$ cat src/rtl/decode_queue_if.sv
// Fetch/execute-facing bundle of decode_queue.
// Handshake rule used on both sides: a transfer happens on a rising clock
// edge exactly when valid and ready are both high in that cycle; valid must
// not depend on ready, and the payload is only meaningful while valid is high.
// master: the fetch/execute side. slave: the queue itself.
interface decode_queue_if #(
  parameter int DEPTH = 4
);
  localparam int CNT_W = $clog2(DEPTH) + 1;

  // Control and fetch side
  logic              flush;
  logic              instr_valid;
  logic [31:0]       instr;
  logic              instr_ready;

  // Execute side
  logic              ctl_valid;
  logic              ctl_ready;

  // Decoded control word of the head entry
  logic              dwen;
  logic              dren;
  logic              branch;
  logic              jump;
  logic [3:0]        alu_op;
  logic [1:0]        alu_a_sel;
  logic [1:0]        alu_b_sel;
  logic [1:0]        w_sel;
  logic [3:0]        byte_en;
  logic [2:0]        load_type;
  logic [2:0]        branch_type;
  logic [4:0]        rs1;
  logic [4:0]        rs2;
  logic [4:0]        rd;
  logic [31:0]       imm;
  logic              muldiv;
  logic              illegal;
  logic [CNT_W-1:0]  count;

  modport master (
    output flush, instr_valid, instr, ctl_ready,
    input  instr_ready, ctl_valid, dwen, dren, branch, jump, alu_op,
           alu_a_sel, alu_b_sel, w_sel, byte_en, load_type, branch_type,
           rs1, rs2, rd, imm, muldiv, illegal, count
  );

  modport slave (
    input  flush, instr_valid, instr, ctl_ready,
    output instr_ready, ctl_valid, dwen, dren, branch, jump, alu_op,
           alu_a_sel, alu_b_sel, w_sel, byte_en, load_type, branch_type,
           rs1, rs2, rd, imm, muldiv, illegal, count
  );
endinterface

$ cat src/rtl/decode_queue.sv
// decode_queue: decodes RV32I instruction words into a control word and
// buffers the results in a DEPTH-entry FIFO between fetch and execute.
// Optional feature macro: DECODE_MULDIV_EN -- when defined, OP instructions
// with funct7=0000001 decode as M-extension ops (muldiv=1); otherwise they
// are reported as illegal.
module decode_queue #(
  parameter int DEPTH = 4
) (
  input  logic           CLK,
  input  logic           RST,
  decode_queue_if.slave  q
);
  localparam int CNT_W = $clog2(DEPTH) + 1;
  localparam int PTR_W = $clog2(DEPTH);
  localparam logic [CNT_W-1:0] DEPTH_C = CNT_W'(DEPTH);

  // Opcodes
  localparam logic [6:0] OPC_LUI    = 7'b0110111;
  localparam logic [6:0] OPC_AUIPC  = 7'b0010111;
  localparam logic [6:0] OPC_JAL    = 7'b1101111;
  localparam logic [6:0] OPC_JALR   = 7'b1100111;
  localparam logic [6:0] OPC_BRANCH = 7'b1100011;
  localparam logic [6:0] OPC_LOAD   = 7'b0000011;
  localparam logic [6:0] OPC_STORE  = 7'b0100011;
  localparam logic [6:0] OPC_OPIMM  = 7'b0010011;
  localparam logic [6:0] OPC_OP     = 7'b0110011;
  localparam logic [6:0] OPC_FENCE  = 7'b0001111;

  // Operand / writeback selects
  localparam logic [1:0] A_RS1  = 2'd0;
  localparam logic [1:0] A_PC   = 2'd1;
  localparam logic [1:0] A_ZERO = 2'd2;
  localparam logic [1:0] B_RS2  = 2'd0;
  localparam logic [1:0] B_IMM  = 2'd1;
  localparam logic [1:0] W_ALU  = 2'd0;
  localparam logic [1:0] W_LOAD = 2'd1;
  localparam logic [1:0] W_PC4  = 2'd2;
  localparam logic [1:0] W_NONE = 2'd3;

  typedef struct packed {
    logic        dwen;
    logic        dren;
    logic        branch;
    logic        jump;
    logic [3:0]  alu_op;
    logic [1:0]  alu_a_sel;
    logic [1:0]  alu_b_sel;
    logic [1:0]  w_sel;
    logic [3:0]  byte_en;
    logic [2:0]  load_type;
    logic [2:0]  branch_type;
    logic [4:0]  rs1;
    logic [4:0]  rs2;
    logic [4:0]  rd;
    logic [31:0] imm;
    logic        muldiv;
    logic        illegal;
  } ctl_t;

  ctl_t             mem [DEPTH];
  ctl_t             dec;
  ctl_t             head;
  logic [PTR_W-1:0] wr_ptr;
  logic [PTR_W-1:0] rd_ptr;
  logic [CNT_W-1:0] count;
  logic             instr_ready;
  logic             ctl_valid;
  logic             push;
  logic             pop;
  logic             bad;

  // Instruction fields and immediates by format
  logic [6:0]  opcode;
  logic [2:0]  funct3;
  logic [6:0]  funct7;
  logic [31:0] imm_i;
  logic [31:0] imm_s;
  logic [31:0] imm_b;
  logic [31:0] imm_u;
  logic [31:0] imm_j;

  assign opcode = q.instr[6:0];
  assign funct3 = q.instr[14:12];
  assign funct7 = q.instr[31:25];
  assign imm_i  = {{20{q.instr[31]}}, q.instr[31:20]};
  assign imm_s  = {{20{q.instr[31]}}, q.instr[31:25], q.instr[11:7]};
  assign imm_b  = {{19{q.instr[31]}}, q.instr[31], q.instr[7],
                   q.instr[30:25], q.instr[11:8], 1'b0};
  assign imm_u  = {q.instr[31:12], 12'h000};
  assign imm_j  = {{11{q.instr[31]}}, q.instr[31], q.instr[19:12],
                   q.instr[20], q.instr[30:21], 1'b0};

  // Handshake qualifiers; flush blocks acceptance so a same-cycle push is dropped
  assign instr_ready = (count < DEPTH_C) && !q.flush;
  assign ctl_valid   = (count != '0);
  assign push        = q.instr_valid && instr_ready;
  assign pop         = ctl_valid && q.ctl_ready;

  // Decode the offered instruction word into a control word
  always_comb begin
    dec       = '0;
    dec.w_sel = W_NONE;
    bad       = 1'b0;
    case (opcode)
      OPC_LUI: begin
        dec.alu_a_sel = A_ZERO;
        dec.alu_b_sel = B_IMM;
        dec.w_sel     = W_ALU;
        dec.imm       = imm_u;
      end
      OPC_AUIPC: begin
        dec.alu_a_sel = A_PC;
        dec.alu_b_sel = B_IMM;
        dec.w_sel     = W_ALU;
        dec.imm       = imm_u;
      end
      OPC_JAL: begin
        dec.jump      = 1'b1;
        dec.alu_a_sel = A_PC;
        dec.alu_b_sel = B_IMM;
        dec.w_sel     = W_PC4;
        dec.imm       = imm_j;
      end
      OPC_JALR: begin
        dec.jump      = 1'b1;
        dec.alu_a_sel = A_RS1;
        dec.alu_b_sel = B_IMM;
        dec.w_sel     = W_PC4;
        dec.imm       = imm_i;
      end
      OPC_BRANCH: begin
        if (funct3 == 3'd2 || funct3 == 3'd3) begin
          bad = 1'b1;
        end else begin
          dec.branch      = 1'b1;
          dec.branch_type = funct3;
          dec.imm         = imm_b;
        end
      end
      OPC_LOAD: begin
        if (funct3 == 3'd3 || funct3 == 3'd6 || funct3 == 3'd7) begin
          bad = 1'b1;
        end else begin
          dec.dren      = 1'b1;
          dec.load_type = funct3;
          dec.alu_b_sel = B_IMM;
          dec.w_sel     = W_LOAD;
          dec.imm       = imm_i;
        end
      end
      OPC_STORE: begin
        if (funct3 > 3'd2) begin
          bad = 1'b1;
        end else begin
          dec.dwen      = 1'b1;
          dec.alu_b_sel = B_IMM;
          dec.imm       = imm_s;
          case (funct3)
            3'd0:    dec.byte_en = 4'b0001;
            3'd1:    dec.byte_en = 4'b0011;
            default: dec.byte_en = 4'b1111;
          endcase
        end
      end
      OPC_OPIMM: begin
        // Only shift-right immediates carry the arithmetic/logical bit
        dec.alu_op    = {(funct3 == 3'd5) && q.instr[30], funct3};
        dec.alu_b_sel = B_IMM;
        dec.w_sel     = W_ALU;
        dec.imm       = imm_i;
      end
      OPC_OP: begin
        if (funct7 == 7'b0000000 || funct7 == 7'b0100000) begin
          dec.alu_op = {funct7[5], funct3};
          dec.w_sel  = W_ALU;
        end else if (funct7 == 7'b0000001) begin
`ifdef DECODE_MULDIV_EN
          dec.muldiv = 1'b1;
          dec.alu_op = {1'b0, funct3};
          dec.w_sel  = W_ALU;
`else
          bad = 1'b1;
`endif
        end else begin
          bad = 1'b1;
        end
      end
      OPC_FENCE: begin
        // Executes as a no-op: no write, no memory access
      end
      default: bad = 1'b1;
    endcase

    // An illegal word carries no side effects downstream
    if (bad) begin
      dec         = '0;
      dec.w_sel   = W_NONE;
      dec.illegal = 1'b1;
    end
    dec.rs1 = q.instr[19:15];
    dec.rs2 = q.instr[24:20];
    dec.rd  = (dec.w_sel == W_NONE) ? 5'd0 : q.instr[11:7];
  end

  // Entry storage: written on accepted push, never reset
  always_ff @(posedge CLK) begin
    if (push) begin
      mem[wr_ptr] <= dec;
    end
  end

  // Pointers and occupancy; reset dominates flush, flush dominates push/pop
  always_ff @(posedge CLK) begin
    if (RST) begin
      count  <= '0;
      wr_ptr <= '0;
      rd_ptr <= '0;
    end else if (q.flush) begin
      count  <= '0;
      wr_ptr <= '0;
      rd_ptr <= '0;
    end else begin
      if (push) begin
        wr_ptr <= wr_ptr + 1'b1;
      end
      if (pop) begin
        rd_ptr <= rd_ptr + 1'b1;
      end
      case ({push, pop})
        2'b10:   count <= count + 1'b1;
        2'b01:   count <= count - 1'b1;
        default: count <= count;
      endcase
    end
  end

  // Head entry, masked to zero while the queue is empty
  always_comb begin
    head = '0;
    if (ctl_valid) begin
      head = mem[rd_ptr];
    end
  end

  assign q.instr_ready = instr_ready;
  assign q.ctl_valid   = ctl_valid;
  assign q.count       = count;
  assign q.dwen        = head.dwen;
  assign q.dren        = head.dren;
  assign q.branch      = head.branch;
  assign q.jump        = head.jump;
  assign q.alu_op      = head.alu_op;
  assign q.alu_a_sel   = head.alu_a_sel;
  assign q.alu_b_sel   = head.alu_b_sel;
  assign q.w_sel       = head.w_sel;
  assign q.byte_en     = head.byte_en;
  assign q.load_type   = head.load_type;
  assign q.branch_type = head.branch_type;
  assign q.rs1         = head.rs1;
  assign q.rs2         = head.rs2;
  assign q.rd          = head.rd;
  assign q.imm         = head.imm;
  assign q.muldiv      = head.muldiv;
  assign q.illegal     = head.illegal;
endmodule

$ cat src/flat_wrapper.sv
// flat-port wrapper written by rule: the top's interface ports become plain ports
module decode_queue_flat 
#(
  parameter int DEPTH = 4
)
  (CLK, RST, q_flush, q_instr_valid, q_instr, q_ctl_ready, q_instr_ready, q_ctl_valid, q_dwen, q_dren, q_branch, q_jump, q_alu_op, q_alu_a_sel, q_alu_b_sel, q_w_sel, q_byte_en, q_load_type, q_branch_type, q_rs1, q_rs2, q_rd, q_imm, q_muldiv, q_illegal, q_count);
  decode_queue_if #(.DEPTH(DEPTH)) q_i ();
  input  logic CLK;
  input  logic RST;
  input wire logic [$bits(q_i.flush)-1:0] q_flush;
  input wire logic [$bits(q_i.instr_valid)-1:0] q_instr_valid;
  input wire logic [$bits(q_i.instr)-1:0] q_instr;
  input wire logic [$bits(q_i.ctl_ready)-1:0] q_ctl_ready;
  output wire logic [$bits(q_i.instr_ready)-1:0] q_instr_ready;
  output wire logic [$bits(q_i.ctl_valid)-1:0] q_ctl_valid;
  output wire logic [$bits(q_i.dwen)-1:0] q_dwen;
  output wire logic [$bits(q_i.dren)-1:0] q_dren;
  output wire logic [$bits(q_i.branch)-1:0] q_branch;
  output wire logic [$bits(q_i.jump)-1:0] q_jump;
  output wire logic [$bits(q_i.alu_op)-1:0] q_alu_op;
  output wire logic [$bits(q_i.alu_a_sel)-1:0] q_alu_a_sel;
  output wire logic [$bits(q_i.alu_b_sel)-1:0] q_alu_b_sel;
  output wire logic [$bits(q_i.w_sel)-1:0] q_w_sel;
  output wire logic [$bits(q_i.byte_en)-1:0] q_byte_en;
  output wire logic [$bits(q_i.load_type)-1:0] q_load_type;
  output wire logic [$bits(q_i.branch_type)-1:0] q_branch_type;
  output wire logic [$bits(q_i.rs1)-1:0] q_rs1;
  output wire logic [$bits(q_i.rs2)-1:0] q_rs2;
  output wire logic [$bits(q_i.rd)-1:0] q_rd;
  output wire logic [$bits(q_i.imm)-1:0] q_imm;
  output wire logic [$bits(q_i.muldiv)-1:0] q_muldiv;
  output wire logic [$bits(q_i.illegal)-1:0] q_illegal;
  output wire logic [$bits(q_i.count)-1:0] q_count;
  assign q_i.flush = q_flush;
  assign q_i.instr_valid = q_instr_valid;
  assign q_i.instr = q_instr;
  assign q_i.ctl_ready = q_ctl_ready;
  assign q_instr_ready = q_i.instr_ready;
  assign q_ctl_valid = q_i.ctl_valid;
  assign q_dwen = q_i.dwen;
  assign q_dren = q_i.dren;
  assign q_branch = q_i.branch;
  assign q_jump = q_i.jump;
  assign q_alu_op = q_i.alu_op;
  assign q_alu_a_sel = q_i.alu_a_sel;
  assign q_alu_b_sel = q_i.alu_b_sel;
  assign q_w_sel = q_i.w_sel;
  assign q_byte_en = q_i.byte_en;
  assign q_load_type = q_i.load_type;
  assign q_branch_type = q_i.branch_type;
  assign q_rs1 = q_i.rs1;
  assign q_rs2 = q_i.rs2;
  assign q_rd = q_i.rd;
  assign q_imm = q_i.imm;
  assign q_muldiv = q_i.muldiv;
  assign q_illegal = q_i.illegal;
  assign q_count = q_i.count;
  decode_queue #(.DEPTH(DEPTH)) u_core (.CLK(CLK), .RST(RST), .q(q_i));
endmodule
$ cat config.mk
export PLATFORM = sky130hd
export DESIGN_NAME = decode_queue_flat
export DESIGN_NICKNAME = d
export VERILOG_FILES = /design/src/rtl/decode_queue_if.sv /design/src/rtl/decode_queue.sv /design/src/flat_wrapper.sv
export SDC_FILE = /design/constraint.sdc
export NUM_CORES = 1
export LEC_CHECK = 0
export BUFFER_PORTS_ARGS = -buffer_cell sky130_fd_sc_hd__buf_4
export CORE_MARGIN = 8
export CORE_UTILIZATION = 40
export DETAILED_ROUTE_END_ITERATION = 12
export SKIP_LAST_GASP = 1
export SYNTH_ARGS = -nofsm -noshare
export SYNTH_HDL_FRONTEND = slang
export SYNTH_SLANG_ARGS = --single-unit
export TNS_END_PERCENT = 50
$ cat constraint.sdc
create_clock -name CLK -period 4.2 [get_ports CLK]
set_input_delay 0.21 -clock CLK [delete_from_list [all_inputs] [get_ports CLK]]
set_output_delay 0.21 -clock CLK [all_outputs]
set_load 0.02 [all_outputs]
==> results.tsv, run 1 <==
metric	value	unit
yosys_warnings	0	
critPathKind	reg2out	
critPathArrivalTime	2.73	ns
async_flop_share	0	
cts_num_sinks	285	
p_int	0.00487	W
yosys.area.top_type_share	0.699	
regArea	8470	um^2
core-area	29400	um^2
rr_endpoint	u_core.mem[1][47]$_DFFE_PP_	
fill_cells	2471	
min_from	q_flush	
hp-class	in2reg	
post-route-util	0.484	
fin_nets	822	
die_area	35400	um^2
p_per_area	429	nW/um^2
slew_viol_final	0	
tightest_slew	1.06	ns
cp_cell_sequence	buf_4 -> mux4_2 -> and2_1 -> buf_4	
yosys_register_bits	285	
holdBufCountCts	11	
startpoint_type	flop	
swShare	0.203	
vias	6395	
path_buf_inv	2	
min_period	2.94	ns
synth.cell_area	11900	um^2
setup_violations	0	
cp_common_cell	buf_4	
drt-wirelength-per-cell	22.5	um
hold_violations	0	
viasPerCell	5.37	
cap_violations	0	
p_sw	0.00124	W
track_usage	0.149	
avgSynthCellArea	18.1	um^2
pin_count	115	
cts-root-buf	clkbuf_16	
synth-edff-count	276	
required	3.99	ns
synthFlopType	edfxtp_1	
cts_resized	0	
rsz0062_at_grt	no	
area_delta_synth_final	20.1	%
holdPathStages	3	
antenna_found_initial	0	
die_x	188	um
grt_max_degree	72	
power_frac_comb	0.057	
ys_seq_area_frac	0.715	
diodes	0	
ir_drop	0.000314	V
die_y	188	um
grt-ovfl-total	0	
path_clk_slew	0.06	ns
r2r_slack	1.61	ns
clockBufferDepth	3	
row_count	63	
numCtsBuffers	29	
leakage	4.85	nW
antenna_left	0	
routed_wl	26.8	mm
ys_types	56	
synth_area_leader_cell	edfxtp_1	
final.setup.worst_slack	1.26	ns
setup_tns	0	ns
drive_above_1_share	0.310	
clkLatencyLatePin	0.54	ns
fmax	340	MHz
skew	0.0128	ns
slew-limit-headroom	0.294	
r2r_cells	3	
rr_startpoint	u_core.q.count[2]$_SDFFE_PP0P_	
critPathTopFamily	flip-flops	
synth.area.top_cells	edfxtp_1, mux4_2, and2_1, dfxtp_1, clkbuf_1	
multi_input_area	3130	um^2
place_congestion	0.793	
synth_cells	654	
outcome	complete, no violations	
pwr-share-seq	0.516	
fin_crit_sh	0.701	
drc_errors	0	
cp_slowest_stage_delay	0.83	ns
crit_path_top_delay_cell	dfxtp_4	
cp-end-kind	output port	
power.share.clock	0.426	
crit_fanout	36	
io_buffers	112	
grt_pass1_vias	6893	
start_util	0.403	
place_ws	1.56	ns
hpwl	17.4	mm
cts_tree	yes	
grt_pass1_wl	41.4	mm
cts_setup_buffers	0	
drtPass1Iterations	5	
htree_num_levels	1	
holdWs	0.0468	ns
drtIter0Drc	418	
-- layout make-up --
type	instances	area share
well taps	390	0.0343
inverters	23	0.00607
flip-flops and latches	285	0.596
multi-input cells	307	0.220
clock inverters	18	0.0160
repair buffers	133	0.0756
clock buffers	35	0.0526
-- worst max path at each step --
stage                                             end                      startpoint  slack [ns]  cells after the start
after detailed placement  u_core.mem[1][47]$_DFFE_PP_  u_core.q.count[2]$_SDFFE_PP0P_        1.56                      3
after CTS                                 q_alu_op[2]                            flop        1.15                      4
after floorplan            u_core.mem[0][0]$_DFFE_PP_  u_core.q.count[2]$_SDFFE_PP0P_        1.11                      2
final                                    q_byte_en[2]                            flop        1.26                      4
after global placement    u_core.mem[1][45]$_DFFE_PP_  u_core.q.count[2]$_SDFFE_PP0P_        1.66                      3
after global routing                           q_dwen                            flop        1.04                      4
-- state kept, by name, summed over array words and instances (netlist names), named ones only --
name and cells:
u_core.mem 276, u_core.q.count 3, u_core.rd_ptr 2, u_core.wr_ptr 2
-- worst min-delay path, cell delays in order --
cell and delay (ns):
buf_4 0.09, or2_2 0.19, nor2_1 0.06
-- synth_stat cells, drive strengths merged, types with 5 or more instances --
library cell  instances
edfxtp              276
and2                 80
nor2                 17
or2                   5
nand2                12
nor3                  7
buf                  14
o21ai                 9
o311ai               11
o21a                  5
dfxtp                 9
inv                  23
ha                    5
mux4                 69
nor3b                 9
nand3                12
a21oi                12
clkbuf               26
-- per-stage QoR --
stage | cell area [um^2] | instances | total power [W]
floorplan | 11900 | 655 | 0.00341
global placement | 13100 | 1127 | 0.00355
detailed placement | 13100 | 1127 | 0.00356
CTS | 14200 | 1191 | 0.00618
global route | 14200 | 1191 | 0.00630
finish | 14200 | 1191 | 0.00611
-- metal layers --
layer  track usage  vias to the layer above  wire (um)
met5             0                        -          0
met4        0.0355                        0        597
met3        0.0318                       55       1590
met2         0.257                      216      13400
met1         0.190                     3273      11200
li1              -                     2851          -
-- logic make-up after synthesis --
group,count (synthesis),share of synthesized area
other,1,0.000316
buffers and inverters,63,0.0223
and+or+nand+nor,166,0.0832
xor gates and xnor gates,5,0.00370
adders and majority gates,6,0.00697
DFF,285,0.715
muxes,70,0.132
AOI/OAI and AO/OA,58,0.0370
-- power groups by stage --
| stage | clock [W] | combinational [W] | sequential (W) |
|---|---|---|---|
| final | 0.00260 | 0.000350 | 0.00315 |
| after global routing | 0.00277 | 0.000378 | 0.00316 |
| after CTS | 0.00266 | 0.000357 | 0.00316 |
| after detailed placement | 0 | 0.000348 | 0.00322 |
| after global placement | 0 | 0.000341 | 0.00321 |
| after floorplan | 0 | 0.000196 | 0.00321 |
-- placed cells by master (no fill, tap or decap), types with 4 or more instances in the layout --
cell type,Yosys,final
dlygate4sd3_1,0,11
o21a_1,5,5
bufinv_16,0,5
buf_4,4,118
and2_2,0,4
dfxtp_1,9,7
edfxtp_1,276,276
and2_1,79,75
buf_12,0,4
a21oi_1,12,12
o21ai_0,7,7
ha_1,5,5
a22o_1,4,4
o311ai_1,4,4
nor3_1,7,7
clkbuf_16,0,29
nor3b_1,9,9
o211ai_1,4,4
clkinv_2,0,5
nor2_1,17,17
nand3_1,12,12
clkbuf_1,26,6
mux4_2,69,69
o311ai_0,7,7
inv_1,23,23
nand2_1,12,12
Power figures use the tool's default switching activity.
==> inputs of run 2 (changes only) <==
clock period = 2.9 ns   (was 4.2 ns; I/O delays follow)
==> run 2 against run 1 <==
  * Sequential share of layout area increased by 0.25 points
  * Final area decreased by 0.41%
  * Combinational power increased by 46%
  * Largest power group unchanged
  * First-iteration DRC count increased by 5.3%
  * Register-to-register slack got worse by 0.83 ns
  * Sequential power increased by 45%
  * Via count about the same
  * Clock power increased by 30%
  * Worst hold slack got worse by 0.019 ns
  * Critical path type unchanged
  * Critical path depth unchanged
==> results.tsv, run 2 (synthesis results as in run 1) <==
metric	value	unit	change
fmax	399	MHz	
setup_tns	0	ns	unchanged
path_buf_inv	2		unchanged
grt-ovfl-total	0		unchanged
pwr-share-seq	0.539		was 0.516
rr_endpoint	u_core.q.count[2]$_SDFFE_PP0P_		was u_core.mem[1][47]$_DFFE_PP_
power_frac_comb	0.060		was 0.057
place_ws	0.714	ns	was 1.56 ns
critPathTopFamily	multiplexers		was flip-flops
cp-end-kind	output port		unchanged
drtPass1Iterations	6		was 5
startpoint_type	flop		unchanged
skew	0.00653	ns	was 0.0128 ns
final_cell_mix	edfxtp_1, buf_4, and2_1, mux4_2, clkbuf_16		unchanged
layout_commonest_cell	edfxtp_1		unchanged
place_congestion	0.872		was 0.793
critPathArrivalTime	2.36	ns	was 2.73 ns
rr_startpoint	u_core.q.count[2]$_SDFFE_PP0P_		unchanged
drive_above_1_share	0.303		was 0.310
path_clk_slew	0.06	ns	about the same
outcome	complete, no violations		unchanged
antenna_left	0		unchanged
p_int	0.00669	W	was 0.00487 W
die_area	35400	um^2	unchanged
die_y	188	um	unchanged
cp_slowest_stage_delay	0.64	ns	was 0.83 ns
clockBufferDepth	3		unchanged
largestRegisters	u_core.mem x276, u_core.q.count x3		unchanged
start_util	0.403		unchanged
core-area	29400	um^2	unchanged
pin_count	115		unchanged
hp-class	in2reg		unchanged
crit_fanout	69		was 36
critPathKind	reg2out		unchanged
top_register	u_core.mem		unchanged
swShare	0.210		was 0.203
cap_violations	0		unchanged
r2r_slack	0.78	ns	was 1.61 ns
clkLatencyLatePin	0.53	ns	was 0.54 ns
r2r_cells	8		was 3
slew_viol_final	0		unchanged
grt_busiest_layer	met2		unchanged
p_sw	0.00178	W	was 0.00124 W
min_period	2.51	ns	
drtIter0Drc	440		was 418
fin_crit_sh	0.865		
leakage	4.82	nW	was 4.85 nW
area_delta_synth_final	19.6	%	was 20.1%
setup_violations	0		unchanged
row_count	63		unchanged
grt_util_met3	0.0362		was 0.0318
antenna_found_initial	1		was 0
cts_num_sinks	285		unchanged
ir_drop	0.000406	V	was 0.000314 V
cts-root-buf	clkbuf_16		unchanged
use_met1	0.184		was 0.190
hpwl	15.8	mm	was 17.4 mm
drt-wirelength-per-cell	21.9	um	was 22.5 um
grt_pass1_vias	6965		was 6893
post-route-util	0.482		was 0.484
crit_path_top_delay_cell	mux4_2		was dfxtp_4
drc_errors	0		unchanged
fin_nets	825		was 822
grt_pass1_wl	40.8	mm	was 41.4 mm
final.setup.worst_slack	0.393	ns	was 1.26 ns
min_to	u_core.mem[1][3]$_DFFE_PP_		
rsz0062_at_grt	no		unchanged
grtUsageMet2	0.250		was 0.257
htree_num_levels	1		unchanged
grt_max_degree	72		unchanged
p_per_area	598	nW/um^2	was 429 nW/um^2
cp_cell_sequence	buf_12 -> mux4_2 -> and2_1 -> buf_4		was buf_4 -> mux4_2 -> and2_1 -> buf_4
track_usage	0.147		was 0.149
required	2.76	ns	was 3.99 ns
tightest_slew	1.04	ns	was 1.06 ns
slew-limit-headroom	0.303		was 0.294
min_from	q_instr[8]		was q_flush
cts_tree	yes		unchanged
numCtsBuffers	29		unchanged
viasPerCell	5.35		was 5.37
largest_reg_flops	276		unchanged
routed_wl	26.1	mm	was 26.8 mm
holdPathStages	2		was 3
cts_resized	0		unchanged
power.share.clock	0.401		was 0.426
die_x	188	um	unchanged
hold_violations	0		unchanged
vias	6394		was 6395
io_buffers	112		unchanged
diodes	0		unchanged
[run 2: area by class of cell]
cell class	instances	area (um^2)
fillers	2466	15200
clock inverters	17	109
repair buffers	136	1130
multi-input cells	307	3130
inverters	23	86.3
clock buffers	37	756
well taps	390	488
flip-flops and latches	285	8470
[run 2: timing repair]
item                                    CTS  global route
endpoints found under the setup margin    0             0
hold endpoints to repair                 49             0
buffers inserted                          0             0
hold buffers                             13             0
[run 2: metal layers]
| layer | wire, um | part of all wire |
|---|---|---|
| met1 | 10800 | 0.41 |
| met5 | 0 | 0 |
| met3 | 1810 | 0.069 |
| met4 | 756 | 0.029 |
| met2 | 12800 | 0.49 |
[run 2: worst max path at each step]
stage	start	endpoint	slack [ns]	depth (start not counted)
final	flop	q_branch_type[1]	0.39	4
after global routing	flop	q_imm[20]	0.27	4
after CTS	flop	q_branch_type[0]	0.32	4
after detailed placement	q_instr[26]	u_core.mem[0][0]$_DFFE_PP_	0.71	5
after global placement	q_instr[26]	u_core.mem[0][0]$_DFFE_PP_	0.76	5
after floorplan	u_core.q.count[2]$_SDFFE_PP0P_	u_core.mem[0][0]$_DFFE_PP_	-0.19	2
[run 2: through the flow]
step | cell area, um^2 | power (W) | hold slack (ns) | cells
2_1_floorplan | 11900 | 0.00493 | 0.244 | 655
3_3_place_gp | 13200 | 0.00514 | 0.367 | 1128
3_5_place_dp | 13200 | 0.00516 | 0.370 | 1128
4_1_cts | 14200 | 0.00856 | 0.00609 | 1195
5_1_grt | 14200 | 0.00876 | 0.0208 | 1195
6_report | 14200 | 0.00847 | 0.0279 | 1195
[run 2: power groups by stage]
| stage | sequential, W | combinational [W] | clock [W] |
|---|---|---|---|
| final | 0.00457 | 0.000512 | 0.00339 |
| after global routing | 0.00457 | 0.000555 | 0.00363 |
| after detailed placement | 0.00465 | 0.000505 | 0 |
| after floorplan | 0.00465 | 0.000284 | 0 |
| after global placement | 0.00465 | 0.000496 | 0 |
| after CTS | 0.00457 | 0.000521 | 0.00347 |
[run 2: worst register-to-register path, cell delays in order (launching register included)]
cell and delay (ns):
dfxtp_1 0.35, or3_2 0.49, and2_1 0.20, ha_1 0.23, inv_1 0.07, fa_1 0.18, xor2_1 0.08, or3_1 0.31
a21oi_1 0.14
==> inputs of run 3 (changes only) <==
CELL_PAD_IN_SITES_DETAIL_PLACEMENT = 0   (was not set)
CELL_PAD_IN_SITES_GLOBAL_PLACEMENT = 1   (was not set)
PLACE_DENSITY_LB_ADDON = 0.1   (was not set)
==> run 3 against run 2 <==
  * Setup slack better by 0.012 ns
  * Critical endpoint is now q_imm[12]
  * First-iteration DRC count increased by 13%
  * Non-clock buffer count grew 13
  * Highest routed layer unchanged
  * Die area did not move
  * Final area is 1.3% higher
  * Maximum frequency increased by 0.49%
  * Global-route usage rose by 1.0 points
  * Final cell count up 1.1%
  * Sequential share of layout area decreased by 0.79 points
  * Register-to-register slack gained 0.04 ns
==> results.tsv, run 3 (synthesis results as in run 1) <==
metric	value	unit	change
outcome	complete, no violations		unchanged
r2r_cells	8		unchanged
grt_util_met3	0.0310		was 0.0362
grt-ovfl-total	0		unchanged
area_delta_synth_final	21.2	%	was 19.6%
cts_resized	0		unchanged
die_x	188	um	unchanged
leakage	4.92	nW	was 4.82 nW
row_count	63		unchanged
hpwl	17.8	mm	was 15.8 mm
drc_errors	0		unchanged
drt-wirelength-per-cell	23.2	um	was 21.9 um
final.setup.worst_slack	0.405	ns	was 0.393 ns
cp_cell_sequence	buf_12 -> mux4_2 -> and2_1 -> buf_4		unchanged
rr_startpoint	u_core.q.count[2]$_SDFFE_PP0P_		unchanged
die_area	35400	um^2	unchanged
grt_max_degree	72		unchanged
numCtsBuffers	31		was 29
cp_slowest_stage_delay	0.79	ns	was 0.64 ns
tightest_slew	0.927	ns	was 1.04 ns
hold_violations	0		unchanged
rr_endpoint	u_core.q.count[2]$_SDFFE_PP0P_		unchanged
largestRegisters	u_core.mem x276, u_core.q.count x3		unchanged
largest_reg_flops	276		unchanged
critPathArrivalTime	2.35	ns	was 2.36 ns
post-place-cells	1137		was 1128
fin_crit_sh	0.860		was 0.865
hp-class	in2reg		unchanged
use_met1	0.204		was 0.184
fmax	401	MHz	was 399 MHz
layout_commonest_cell	edfxtp_1		unchanged
ir_drop	0.000503	V	was 0.000406 V
grt_pass1_vias	7128		was 6965
place_ws	0.649	ns	was 0.714 ns
rsz0062_at_grt	no		unchanged
grt_pass1_wl	43.1	mm	was 40.8 mm
drive_above_1_share	0.312		was 0.303
die_y	188	um	unchanged
crit_path_top_delay_cell	dfxtp_2		was mux4_2
cts_tree	yes		unchanged
cap_violations	0		unchanged
drtIter0Drc	499		was 440
post-route-util	0.488		was 0.482
vias	6464		was 6394
place_congestion	0.865		was 0.872
crit_fanout	25		was 69
cts_num_sinks	285		unchanged
track_usage	0.157		was 0.147
fin_cells	1208		was 1195
antenna_left	0		unchanged
r2r_slack	0.82	ns	was 0.78 ns
top_register	u_core.mem		unchanged
grtUsageMet2	0.271		was 0.250
fin_nets	840		was 825
viasPerCell	5.35		about the same
htree_num_levels	1		unchanged
p_per_area	605	nW/um^2	was 598 nW/um^2
clkLatencyLatePin	0.55	ns	was 0.53 ns
antenna_found_initial	0		was 1
pin_count	115		unchanged
cp-end-kind	output port		unchanged
holdWs	0.0490	ns	was 0.0279 ns
fill_cells	2511		was 2466
setup_violations	0		unchanged
slew_viol_final	0		unchanged
skew	0.0106	ns	was 0.00653 ns
required	2.76	ns	about the same
core-area	29400	um^2	unchanged
routed_wl	28.0	mm	was 26.1 mm
critPathKind	reg2out		unchanged
path_clk_slew	0.06	ns	about the same
power	0.00868	W	was 0.00847 W
holdPathStages	3		was 2
min_to	u_core.mem[3][7]$_DFFE_PP_		was u_core.mem[1][3]$_DFFE_PP_
start_util	0.403		unchanged
clockBufferDepth	3		unchanged
cts-root-buf	clkbuf_16		unchanged
slew-limit-headroom	0.374		was 0.303
grt_busiest_layer	met2		unchanged
startpoint_type	flop		unchanged
io_buffers	112		unchanged
final_cell_mix	edfxtp_1, buf_4, and2_1, mux4_2, clkbuf_16		unchanged
min_from	q_instr[25]		was q_instr[8]
min_period	2.50	ns	was 2.51 ns
drtPass1Iterations	4		was 6
diodes	0		unchanged
-- run 3: worst max-delay path by stage --
stage,endpoint,slack [ns],cells after the start
final,q_imm[12],0.40,4
after floorplan,u_core.mem[0][0]$_DFFE_PP_,-0.19,2
after CTS,q_imm[12],0.33,4
after detailed placement,u_core.mem[0][0]$_DFFE_PP_,0.65,5
after global placement,u_core.mem[0][0]$_DFFE_PP_,0.71,5
after global routing,q_imm[12],0.28,4
-- run 3: where the power goes --
part | switching, W | internal [W] | total, W
clock network | 0.00149 | 0.00211 | 0.00359
registers | 0.0000164 | 0.00455 | 0.00457
logic | 0.000297 | 0.000227 | 0.000524
-- run 3: critical path, delay by kind of cell (launching register included) --
| family | cells | cell delay (ns) |
|---|---|---|
| buffers and inverters | 2 | 0.43 |
| DFF | 1 | 0.79 |
| muxes | 1 | 0.37 |
| and+or+nand+nor | 1 | 0.18 |
-- run 3: metal layers --
metal,share of wire,wire length [um]
met1,0.43,12100
met5,0,0
met4,0.017,463
met2,0.50,14000
met3,0.049,1380
-- run 3: area by class of cell --
type,count,area [um^2],area share
well taps,390,488,0.0340
clock buffers,35,791,0.0551
multi-input cells,307,3130,0.218
clock inverters,19,138,0.00959
repair buffers,149,1250,0.0870
flip-flops and latches,285,8470,0.590
inverters,23,86.3,0.00601
-- run 3: through the flow --
| step | instance area [um^2] | setup TNS, ns |
|---|---|---|
| 3_3_place_gp | 13300 | 0 |
| 6_report | 14400 | 0 |
| 5_1_grt | 14400 | 0 |
| 3_5_place_dp | 13300 | 0 |
| 4_1_cts | 14400 | 0 |
| 2_1_floorplan | 11900 | -25.87 |
-- run 3: repair_timing --
action,4_1_cts,5_1_grt
setup buffers,0,0
hold endpoints to repair,69,0
hold buffers,17,0
